<file path="src/rtl/mem_arb_pkg.sv">
// Shared types and default constants for the memory bus arbiter.
// The watchdog feature of mem_bus_arbiter is enabled by MEM_ARB_TIMEOUT_EN.
package mem_arb_pkg;

  typedef enum logic [1:0] {
    IDLE    = 2'd0,
    ISSUE   = 2'd1,
    RESPOND = 2'd2,
    DRAIN   = 2'd3
  } arb_state_t;

  localparam int DEF_ADDR_W  = 8;
  localparam int DEF_DATA_W  = 32;
  localparam int DEF_TIMEOUT = 16;

endpackage

</file>
<file path="src/rtl/rr_picker.sv">
// Combinational round-robin selector: first set request after 'last',
// wrapping modulo N; returns a one-hot winner and a valid flag.
module rr_picker #(
  parameter int N     = 4,
  parameter int IDX_W = (N > 1) ? $clog2(N) : 1
) (
  input  logic [N-1:0]     req,
  input  logic [IDX_W-1:0] last,
  output logic [N-1:0]     gnt,
  output logic             valid
);

  int               cand_i;
  logic [IDX_W-1:0] cand;

  always_comb begin
    gnt    = '0;
    valid  = 1'b0;
    cand_i = 0;
    cand   = '0;
    for (int off = 1; off <= N; off++) begin
      cand_i = (int'(last) + off) % N;
      cand   = cand_i[IDX_W-1:0];
      if (!valid && req[cand]) begin
        gnt[cand] = 1'b1;
        valid     = 1'b1;
      end
    end
  end

endmodule

</file>
<file path="src/rtl/mem_bus_arbiter.sv">
// Round-robin arbiter sharing one single-port slave among NUM_MASTERS masters.
// Optional ISSUE watchdog (with m_err port) is enabled by MEM_ARB_TIMEOUT_EN.
module mem_bus_arbiter
  import mem_arb_pkg::*;
#(
  parameter int NUM_MASTERS = 4,
  parameter int ADDR_W      = DEF_ADDR_W,
  parameter int DATA_W      = DEF_DATA_W,
  parameter int TIMEOUT     = DEF_TIMEOUT
) (
  input  logic                          clk,
  input  logic                          reset,
  input  logic [NUM_MASTERS-1:0]        m_req,
  input  logic [NUM_MASTERS-1:0]        m_wr_en,
  input  logic [NUM_MASTERS*ADDR_W-1:0] m_addr,
  input  logic [NUM_MASTERS*DATA_W-1:0] m_wdata,
  output logic [NUM_MASTERS-1:0]        m_gnt,
  output logic [DATA_W-1:0]             m_rdata,
`ifdef MEM_ARB_TIMEOUT_EN
  output logic [NUM_MASTERS-1:0]        m_err,
`endif
  output logic                          s_req,
  output logic                          s_wr_en,
  output logic [ADDR_W-1:0]             s_addr,
  output logic [DATA_W-1:0]             s_wdata,
  input  logic                          s_gnt,
  input  logic [DATA_W-1:0]             s_rdata,
  output logic [1:0]                    dbg_state
);

  // Handshake: a master holds m_req and its command stable until it sees its
  // one-cycle m_gnt pulse; the slave completes when s_gnt is sampled high
  // while s_req is high, and s_gnt must fall again before the next command.
  localparam int IDX_W = $clog2(NUM_MASTERS);

  arb_state_t          state_q, state_d;
  logic [IDX_W-1:0]    last_q, last_d;
  logic [IDX_W-1:0]    idx_q, idx_d;
  logic                s_req_q, s_req_d;
  logic                s_wr_en_q, s_wr_en_d;
  logic [ADDR_W-1:0]   s_addr_q, s_addr_d;
  logic [DATA_W-1:0]   s_wdata_q, s_wdata_d;
  logic [NUM_MASTERS-1:0] m_gnt_q, m_gnt_d;
  logic [DATA_W-1:0]   m_rdata_q, m_rdata_d;

`ifdef MEM_ARB_TIMEOUT_EN
  localparam int CNT_W = $clog2(TIMEOUT + 1);
  logic [CNT_W-1:0]       cnt_q, cnt_d;
  logic [NUM_MASTERS-1:0] m_err_q, m_err_d;
`endif

  logic [NUM_MASTERS-1:0] pick_gnt;
  logic                   pick_valid;
  logic [IDX_W-1:0]       pick_idx;

  rr_picker #(.N(NUM_MASTERS), .IDX_W(IDX_W)) u_picker (
    .req   (m_req),
    .last  (last_q),
    .gnt   (pick_gnt),
    .valid (pick_valid)
  );

  always_comb begin
    pick_idx = '0;
    for (int i = 0; i < NUM_MASTERS; i++) begin
      if (pick_gnt[i]) pick_idx = IDX_W'(i);
    end
  end

  always_comb begin
    state_d   = state_q;
    last_d    = last_q;
    idx_d     = idx_q;
    s_req_d   = s_req_q;
    s_wr_en_d = s_wr_en_q;
    s_addr_d  = s_addr_q;
    s_wdata_d = s_wdata_q;
    m_gnt_d   = '0;
    m_rdata_d = m_rdata_q;
`ifdef MEM_ARB_TIMEOUT_EN
    cnt_d     = cnt_q;
    m_err_d   = '0;
`endif
    case (state_q)
      IDLE: begin
        if (pick_valid) begin
          idx_d     = pick_idx;
          last_d    = pick_idx;
          s_req_d   = 1'b1;
          s_wr_en_d = m_wr_en[pick_idx];
          s_addr_d  = m_addr[int'(pick_idx)*ADDR_W +: ADDR_W];
          s_wdata_d = m_wdata[int'(pick_idx)*DATA_W +: DATA_W];
          state_d   = ISSUE;
`ifdef MEM_ARB_TIMEOUT_EN
          cnt_d     = '0;
`endif
        end
      end
      ISSUE: begin
        if (s_gnt) begin
          m_rdata_d      = s_rdata;
          m_gnt_d[idx_q] = 1'b1;
          s_req_d        = 1'b0;
          state_d        = RESPOND;
        end
`ifdef MEM_ARB_TIMEOUT_EN
        // Give up on a silent slave: complete with an error and zero data.
        else if (cnt_q == CNT_W'(TIMEOUT - 1)) begin
          m_rdata_d      = '0;
          m_gnt_d[idx_q] = 1'b1;
          m_err_d[idx_q] = 1'b1;
          s_req_d        = 1'b0;
          state_d        = DRAIN;
        end else begin
          cnt_d = cnt_q + 1'b1;
        end
`endif
      end
      RESPOND: state_d = DRAIN;
      DRAIN: begin
        // A lingering s_gnt must not complete the next transaction.
        if (!s_gnt) state_d = IDLE;
      end
      default: state_d = IDLE;
    endcase
  end

  always_ff @(posedge clk or posedge reset) begin
    if (reset) begin
      state_q   <= IDLE;
      last_q    <= IDX_W'(NUM_MASTERS - 1);
      idx_q     <= '0;
      s_req_q   <= 1'b0;
      s_wr_en_q <= 1'b0;
      s_addr_q  <= '0;
      s_wdata_q <= '0;
      m_gnt_q   <= '0;
      m_rdata_q <= '0;
`ifdef MEM_ARB_TIMEOUT_EN
      cnt_q     <= '0;
      m_err_q   <= '0;
`endif
    end else begin
      state_q   <= state_d;
      last_q    <= last_d;
      idx_q     <= idx_d;
      s_req_q   <= s_req_d;
      s_wr_en_q <= s_wr_en_d;
      s_addr_q  <= s_addr_d;
      s_wdata_q <= s_wdata_d;
      m_gnt_q   <= m_gnt_d;
      m_rdata_q <= m_rdata_d;
`ifdef MEM_ARB_TIMEOUT_EN
      cnt_q     <= cnt_d;
      m_err_q   <= m_err_d;
`endif
    end
  end

  assign s_req     = s_req_q;
  assign s_wr_en   = s_wr_en_q;
  assign s_addr    = s_addr_q;
  assign s_wdata   = s_wdata_q;
  assign m_gnt     = m_gnt_q;
  assign m_rdata   = m_rdata_q;
  assign dbg_state = state_q;
`ifdef MEM_ARB_TIMEOUT_EN
  assign m_err     = m_err_q;
`endif

endmodule
</file>
<file path="config.mk">
export PLATFORM = sky130hd
export DESIGN_NAME = mem_bus_arbiter
export DESIGN_NICKNAME = d
export VERILOG_FILES = /design/src/rtl/mem_arb_pkg.sv /design/src/rtl/rr_picker.sv /design/src/rtl/mem_bus_arbiter.sv
export SDC_FILE = /design/constraint.sdc
export NUM_CORES = 1
export LEC_CHECK = 0
export BUFFER_PORTS_ARGS = -buffer_cell sky130_fd_sc_hd__buf_2
export CORE_ASPECT_RATIO = 0.8
export CORE_MARGIN = 2
export CORE_UTILIZATION = 40
export DETAILED_ROUTE_END_ITERATION = 6
export GPL_ROUTABILITY_DRIVEN = 0
export PLACE_DENSITY = 0.77
export SETUP_SLACK_MARGIN = 0.15
export SLEW_MARGIN = 5
export SYNTH_ARGS = -nofsm -noshare
export SYNTH_HDL_FRONTEND = slang
export SYNTH_HIERARCHICAL = 1
export SYNTH_SLANG_ARGS = --single-unit
export TNS_END_PERCENT = 10
</file>
<file path="constraint.sdc">
create_clock -name clk -period 2.66 [get_ports clk]
set_clock_uncertainty 0.05 [all_clocks]
set_input_delay 0.399 -clock clk [delete_from_list [all_inputs] [get_ports clk]]
set_output_delay 0.399 -clock clk [all_outputs]
set_load 0.01 [all_outputs]
</file>
# After elaboration in Yosys (flattened, before gate mapping)
# Index checks and enable logic that the tools add are counted.
# totals
wordCells	92
in_bits	203
output_inout_bits	80
reg_bits	84
# classes
n_eq_ne	6
addsub	4
n_shift	2
order_cmp	11
muxes	40
n_bitwise	3
reduce_logical	17
# op_table
operator	n
indexed part select 128 x 8 -> 32 bit	1
indexed part select 32 x 6 -> 8 bit	1
2-to-1 mux 4 bit	6
< comparator 2 x 3 -> 1 bit, second input constant	6
2-to-1 mux 1 bit	17
bitwise OR 4 bit	3
binary-select mux 1 bit (select 2 bit)	5
demux 1 bit (select 2 bit)	5
>= comparator 2 x 1 -> 1 bit, second input constant	5
2-to-1 mux 2 bit	5
logical AND 1 bit	8
case mux 2 bit (4 select lines)	1
inequality test 2 bit, second input constant	3
AND reduction 3 bit	2
adder 2 x 1 -> 2 bit, second input constant	2
adder 2 bit, second input constant	2
equality test 2 bit, second input constant	2
AND reduction 2 bit	2
logical NOT 1 bit	3
equality test 2 x 1 -> 1 bit, second input constant	1
logical NOT 2 bit	1
case mux 1 bit (2 select lines)	1
nonzero test 2 bit	1

# Logic depth before layout (Yosys ltp)
# Gate-level depths: netlist of run 1.
# logic_depth
ltp_word	18
mapped_depth	13
ltp_nobuf	9

# Cells and area by module
# Netlist of run 1, hierarchy kept.
# modules_own_cells
mod	area_each_um2	instances	seq_area_each_um2	cells_per_inst
mem_bus_arbiter	4543.1	1	2104.5	394
rr_picker	415.4	1	0.0	48

# Worst setup path before layout of run 1
# No wires, ideal clock.
# synth_path
kind	register -> register
from	reg last_q[1]
to	reg s_addr_q[0] (netlist: s_addr[0])
setup_ns	0.126
setup_slack_ns	-0.266
arrival_time_ns	2.750
required_time_ns	2.484
synth_period_minus_slack_ns	2.926
path_buffers	3
stages_incl_launch_ff	13
cell_sequence	dfstp_2 -> buf_6 -> inv_1 -> ha_1 -> mux2_2 -> nand4_1 -> o21ai_0 -> a221o_1 -> nor2b_2 -> buf_6 -> buf_6 -> a221oi_2 -> a21oi_1
# synth_via
word_cells_on_any_way	54
classes_between	4 x add/sub; 8 x order compare; 1 x shift; 27 x mux; 3 x bitwise; 11 x reduce/logical
# synth_lines
element	line_no	source
start: declaration	mem_bus_arbiter.sv:37	logic [IDX_W-1:0] last_q, last_d;
start signal: assignment	mem_bus_arbiter.sv:131	last_q <= IDX_W'(NUM_MASTERS - 1);
start signal: assignment	mem_bus_arbiter.sv:145	last_q <= last_d;
parallel branches: the longest is 12 deep, another holds < comparator 2 x 3 -> 1 bit	-	
2-to-1 mux 4 bit (*)	rr_picker.sv:24	if (!valid && req[cand]) begin
net pick_gnt[2]	mem_bus_arbiter.sv:52	logic [NUM_MASTERS-1:0] pick_gnt;
2-to-1 mux 2 bit (*) (2 in series)	mem_bus_arbiter.sv:66	if (pick_gnt[i]) pick_idx = IDX_W'(i);
indexed part select 32 x 6 -> 8 bit (*)	mem_bus_arbiter.sv:91	s_addr_d = m_addr[int'(pick_idx)*ADDR_W +: ADDR_W];
end signal: assignment	mem_bus_arbiter.sv:149	s_addr_q <= s_addr_d;
end: declaration	mem_bus_arbiter.sv:41	logic [ADDR_W-1:0] s_addr_q, s_addr_d;
# Mark *: on every way through the listed nets, which the timed path passes. The select of a mux whose other input is x is not followed.
# A chain may end at the register's enable or synchronous reset.

# Final worst setup path of run 1
# layout_path
from	reg last_q[1]
to	reg s_wdata_q[22] (netlist: s_wdata[22])
# layout_via
elab_chain_len	17
word_cells_on_any_way	54
classes_between	4 x add/sub; 8 x order compare; 1 x shift; 27 x mux; 3 x bitwise; 11 x reduce/logical
# layout_lines
element	line_no	source
parallel branches: the longest is 12 deep, another holds < comparator 2 x 3 -> 1 bit	-	
2-to-1 mux 4 bit (*)	rr_picker.sv:24	
net pick_gnt[1]	mem_bus_arbiter.sv:52	
2-to-1 mux 1 bit (*)	mem_bus_arbiter.sv:66	
2-to-1 mux 2 bit (*) (2 in series)	mem_bus_arbiter.sv:66	
indexed part select 128 x 8 -> 32 bit (*)	mem_bus_arbiter.sv:92	s_wdata_d = m_wdata[int'(pick_idx)*DATA_W +: DATA_W];
end signal: assignment	mem_bus_arbiter.sv:150	s_wdata_q <= s_wdata_d;
end: declaration	mem_bus_arbiter.sv:42	logic [DATA_W-1:0] s_wdata_q, s_wdata_d;
# Marked as above.

==> results of run 1 <==
==> state kept, by name, indices dropped and copies added, names as in the netlist <==
register	flops
s_wdata	32
m_gnt	4
s_req	1
last_q	2
s_addr	8
s_wr_en	1
idx_q	2
dbg_state	2
m_rdata	32
==> how the worst max path moves through the flow <==
stage	endpoint	cells past startpoint
detailed placement	s_wdata[31]	10
global route	s_wdata[28]	11
finish	s_wdata[22]	11
floorplan	s_addr[0]	12
global placement	s_addr[0]	10
CTS	s_wdata[22]	11
==> cell type report <==
type,instances,area (um^2),share of cell area (%)
repair buffers,315,1790,25.2
clock inverters,7,130,1.83
well taps,152,190,2.68
flip-flops and latches,84,2100,29.7
multi-input cells,310,2610,36.8
clock buffers,9,225,3.17
inverters,10,41.3,0.582
==> through the flow <==
step	area, um^2	setup WS (ns)
2_1_floorplan	4960	-0.00806
3_3_place_gp	6540	0.0299
3_5_place_dp	6540	-0.137
4_1_cts	7090	-0.102
5_1_grt	7090	-0.248
6_report	7090	-0.127
==> cell usage in the layout (no fill, tap or decap), drive strengths merged, types with 4 or more instances in the layout <==
master / n
a21oi: 43
a221oi: 41
buf: 314
clkbuf: 9
dfrtp: 82
ha: 13
inv: 12
mux2: 76
mux2i: 9
nand2: 48
nor2: 53
nor3: 4
==> power by group through the flow <==
| stage | Sequential [uW] | Clock [uW] | Combinational (uW) |
|---|---|---|---|
| after global routing | 2380 | 1560 | 6860 |
| after CTS | 2300 | 1510 | 6350 |
| after floorplan | 2580 | 0 | 3790 |
| final | 2300 | 1470 | 6330 |
| after detailed placement | 2310 | 0 | 5780 |
| after global placement | 2280 | 0 | 5560 |
==> routing by layer <==
layer | up-vias | track usage [%] | part of all wire, %
li1 | 2167 | - | -
met1 | 2165 | 24.0 | 40
met4 | 0 | 8.20 | 1.9
met5 | - | 0 | 0
met2 | 182 | 38.7 | 52
met3 | 28 | 4.84 | 6.4
==> worst max-delay path, cell delays in order (launching register included) <==
cell,delay (ns)
dfstp_2,0.56
inv_4,0.05
ha_4,0.30
mux2i_2,0.26
mux2_4,0.22
buf_4,0.11
mux2i_1,0.18
a221o_2,0.21
buf_12,0.20
mux2_2,0.36
nand2_1,0.07
a21oi_1,0.07
==> repair_timing <==
| action | in CTS | in global routing |
|---|---|---|
| buffers inserted | 12 | 0 |
| resized for setup | 10 | 1 |
| gates cloned | 2 | 0 |
| endpoints found under the setup margin | 45 | 45 |
| pin swaps | 5 | 1 |
| hold buffers | 0 | 0 |
==> summary.md, run 1 <==
| Metric | Value |
|---|---|
| R2R Path End | s_wdata[22] |
| Wirelength per Cell | 16.5 um |
| Final HPWL DP | 11.0 mm |
| Total die area | 0.0132 mm^2 |
| Total chip power | 10,100 uW |
| Clk buf depth | 2 |
| Number of global-route vias before repair | 4,571 |
| H-tree levels | 3 |
| Detail Route Antenna Nets | 0 |
| Die W | 128 um |
| Worst hold margin | 0.0647 ns |
| CTS Sinks | 84 |
| Post-Syn Nets | 653 |
| Cells after DPL | 857 |
| Final WS setup | -0.127 ns |
| Slew HR | 35.6% |
| Detailed-route via count | 4,542 |
| Setup Crit Path Kind | flip-flop to flip-flop |
| Slew @ Worst Pin | 0.966 ns |
| Pins over their slew limit | 0 |
| Critical path peak fanout | 28 |
| Drt drc | 0 |
| Comb power frac | 62.6% |
| Largest net degree at the start of global routing | 51 |
| Share of cells above drive strength 1 | 62.9% |
| Clock root buffer | clkbuf_16 |
| Cts bufs inserted | 9 |
| Ports | 283 |
| Syn Std Cell Area | 0.00492 mm^2 |
| Worst setup path startpoint | last_q[1] |
| Final Hold Viols | 0 |
| N_diodes | 0 |
| Yosys warning count | 6 |
| Unrepaired setup endpoints after global routing | true |
| Switching share of power | 41.6% |
| Reg2reg path depth | 11 |
| Status | finished, violations left |
| Final Non-Filler Cells | 887 |
| R2R Path Start | last_q[1] |
| Max-cap violations | 0 |
| CTS clk-pin slew, worst paths | 0.07 ns |
| Clock share of power | 14.6% |
| Fin util | 58.8% |
| Worst hold path type | input port to async pin |
| First-pass GRT wire length | 21.8 mm |
| WP data required | 2.82 ns |
| Final period util | 105% |
| # nets final | 946 |
| Fill cells | 1,019 |
| Switching power | 4200 uW |
| Port bufs | 282 |
| Iteration-0 DRC Markers | 113 |
| DR pass1 iterations | 4 |
| CP endpoint kind | flip-flop |
| Core Area | 0.0121 mm^2 |
| Row Count | 36 |
| Area growth syn-to-layout | 44.2% |
| Flop pwr share | 22.8% |
| Clock Latency Late Sink | 0.34 ns |
| Final min period | 2.79 ns |
| Via/cell ratio | 5.12 |
| Failing checks | negative setup slack |
| Setup TNS | -3.69 ns |
| Initial Util | 40.7% |
| CP arrival | 2.95 ns |
| Grt ovf | 0 |
| Mapped Cells | 437 |
| Pwr/cell area | 1420 mW/mm^2 |
| Fmax | 0.359 GHz |
| R2r setup slk | -0.13 ns |
| Syn Area/Cell | 11.3 um^2 |
| Initial antenna violation count | 0 |
| Die Height | 103 um |
| Peak supply drop | 912 uV |
| Final setup vio count | 41 |
| Startpoint types | flip-flop |
| GRT Total Usage | 21.0% |
| Leak | 0.00353 uW |
| CTS tree | yes |
| Internal cell power | 5900 uW |
| Final wirelength | 14.6 mm |
Power figures use the tool's default switching activity.
==> run 2, diff against run 1 <==
- RECOVER_POWER: unset -> 100
==> run 2 against run 1 <==
Against the previous run: count of clock-buffer cells in the layout unchanged; core utilization down 1.0 points; global-route usage unchanged; critical path type unchanged; highest routed layer unchanged; the run ends with max-capacitance violations, max-slew violations, negative setup slack left; clock power about the same.
==> summary.md, run 2 (synthesis results as in run 1) <==
| Metric | Value |
|---|---|
| Port bufs | 282 (unchanged) |
| Worst hold path type | input port to flip-flop |
| Commonest non-fill, non-tap cell in the layout | buf_2 |
| Grt ovf | 0 (unchanged) |
| Wirelength per Cell | 16.6 um (+0.25%) |
| Hold-fix buffers at CTS | 0 (unchanged) |
| Share of cells above drive strength 1 | 51.7% (-11 points) |
| Core Area | 0.0121 mm^2 (unchanged) |
| Row Count | 36 (unchanged) |
| Final Hold Viols | 0 (unchanged) |
| Setup Crit Path Kind | flip-flop to flip-flop |
| First-pass GRT wire length | 21.8 mm (unchanged) |
| Largest net degree at the start of global routing | 51 (unchanged) |
| # nets final | 946 (unchanged) |
| Cts bufs inserted | 9 (unchanged) |
| Final setup vio count | 41 (unchanged) |
| Detail Route Antenna Nets | 0 (unchanged) |
| Fill cells | 1,063 (+4.3%) |
| Iteration-0 DRC Markers | 148 (+31%) |
| CP arrival | 2.95 ns (about the same) |
| Pins over their slew limit | 36 (+36) |
| CTS Sinks | 84 (unchanged) |
| Internal cell power | 5740 uW (-2.7%) |
| Clock share of power | 14.8% (+0.2 points) |
| CTS clk-pin slew, worst paths | 0.07 ns (about the same) |
| Clock root buffer | clkbuf_16 |
| N_diodes | 0 (unchanged) |
| DR pass1 iterations | 4 (unchanged) |
| Largest delay share family, worst path | multiplexers |
| Status | finished, violations left |
| Clock Latency Late Sink | 0.34 ns (about the same) |
| Total die area | 0.0132 mm^2 (unchanged) |
| Initial antenna violation count | 0 (unchanged) |
| Slew @ Worst Pin | 1.54 ns (+0.570 ns) |
| Flop pwr share | 23.3% (+0.5 points) |
| Die Height | 103 um (unchanged) |
| Via/cell ratio | 5.15 (+0.64%) |
| Failing checks | max-capacitance violations, max-slew violations, negative setup slack |
| Slew HR | -2.98% (-39 points) |
| H-tree levels | 3 (unchanged) |
| Max-cap violations | 1 (+1) |
| Critical path peak fanout | 28 (unchanged) |
| Unrepaired setup endpoints after global routing | true |
| Startpoint types | flip-flop |
| Area growth syn-to-layout | 41.7% |
| Final period util | 105% (about the same) |
| Initial Util | 40.7% (unchanged) |
| GRT Total Usage | 21.0% (unchanged) |
| Switching share of power | 42.3% (+0.76 points) |
| WP data required | 2.82 ns (about the same) |
| Total chip power | 9960 uW (-1.5%) |
| Drt drc | 0 (unchanged) |
| Peak supply drop | 909 uV (-0.34%) |
| Comb power frac | 61.9% (-0.7 points) |
| Final WS setup | -0.125 ns (+0.00243 ns) |
| Critical path, cell by cell | inv_4 -> ha_4 -> mux2i_2 -> mux2_4 -> buf_4 -> mux2i_1 -> a221o_2 -> buf_12 -> mux2_2 -> nand2_1 -> a21oi_1 |
| Fmax | 0.359 GHz (about the same) |
| CTS tree | yes |
| Final min period | 2.78 ns (-0.00243 ns) |
| Clk buf depth | 2 (unchanged) |
| Critical path's slowest cell | dfstp_2 |
| Pwr/cell area | 1430 mW/mm^2 (+0.28%) |
| Number of global-route vias before repair | 4,571 (unchanged) |
| Setup WS pre-CTS | -0.137 ns (unchanged) |
| Final wirelength | 14.7 mm (+0.25%) |
| Setup TNS | -3.58 ns (+0.114 ns) |
| Commonest non-fill, non-tap cells in the layout | 203 x buf_2, 82 x dfrtp_1, 80 x clkbuf_1 |
| CP bufs+invs | 3 (unchanged) |
| Ports | 283 (unchanged) |
| Leak | 0.00330 uW (-6.5%) |
| Die W | 128 um (unchanged) |
| Switching power | 4220 uW (+0.34%) |
| Final HPWL DP | 11.0 mm (unchanged) |
| Detailed-route via count | 4,571 (+0.64%) |
| CP peak stage delay | 0.56 ns (about the same) |
| CP endpoint kind | flip-flop |
run 2: per-stage QoR:
step	hold slack, ns	util [%]	area, um^2	std cells
finish	0.228	57.8	6970	887
global route	0.216	57.8	6970	887
CTS	0.0714	58.7	7090	887
detailed placement	0.424	54.1	6540	857
global placement	0.422	54.1	6540	857
floorplan	0.396	-	4960	437
run 2: power by group through the flow:
stage	clock (uW)	combinational (uW)	sequential (uW)
after floorplan	0	3790	2580
after global placement	0	5560	2280
after detailed placement	0	5780	2310
after CTS	1510	6350	2300
after global routing	1560	6690	2390
final	1480	6160	2320
run 2: worst register-to-register path: cells and delay by family (launching register included):
family,cells,cell delay [ns]
AO/OA/AOI/OAI,2,0.28
adder cells (fa/ha/maj),1,0.30
buffers and inverters,3,0.36
flip-flops,1,0.56
multiplexers,4,1.05
AND/OR/NAND/NOR,1,0.07
run 2: final timing paths:
| kind | cells past startpoint | slack [ns] | endpoint | from |
|---|---|---|---|---|
| max in group asynchronous | 3 | 0.45 | s_wdata[21] | reset |
| worst min-delay path | 2 | 0.23 | m_rdata[16] | s_rdata[16] |
| min in group asynchronous | 2 | 0.36 | m_gnt[2] | reset |
| worst max register to register | 11 | -0.12 | s_wdata[22] | last_q[1] |
| worst max-delay path | 11 | -0.12 | s_wdata[22] | last_q[1] |
| worst min register to register | 1 | 0.44 | s_req | s_req |
run 2: routing by layer:
layer  track usage [%]  wire length, um  part of all wire, %
met5                 0                0                    0
met2              38.7             7700                   52
met3              4.84              893                  6.1
met1              24.0             5820                   40
met4              8.20              265                  1.8
run 2: layout make-up:
class	instances	area (um^2)	area share [%]
Multi-Input combinational cell	310	2610	37.4
Timing Repair Buffer	315	1680	24.0
Clock inverter	7	130	1.87
Sequential cell	84	2100	30.2
Inverter	10	41.3	0.592
Clock buffer	9	225	3.23
Tap cell	152	190	2.73
run 2: timing repair:
item,4_1_cts,5_1_grt
gates resized for setup,10,1
pin swaps,5,1
endpoints found under the setup margin,45,45
cloned,2,0
buffers inserted,12,0
hold endpoints to repair,0,0
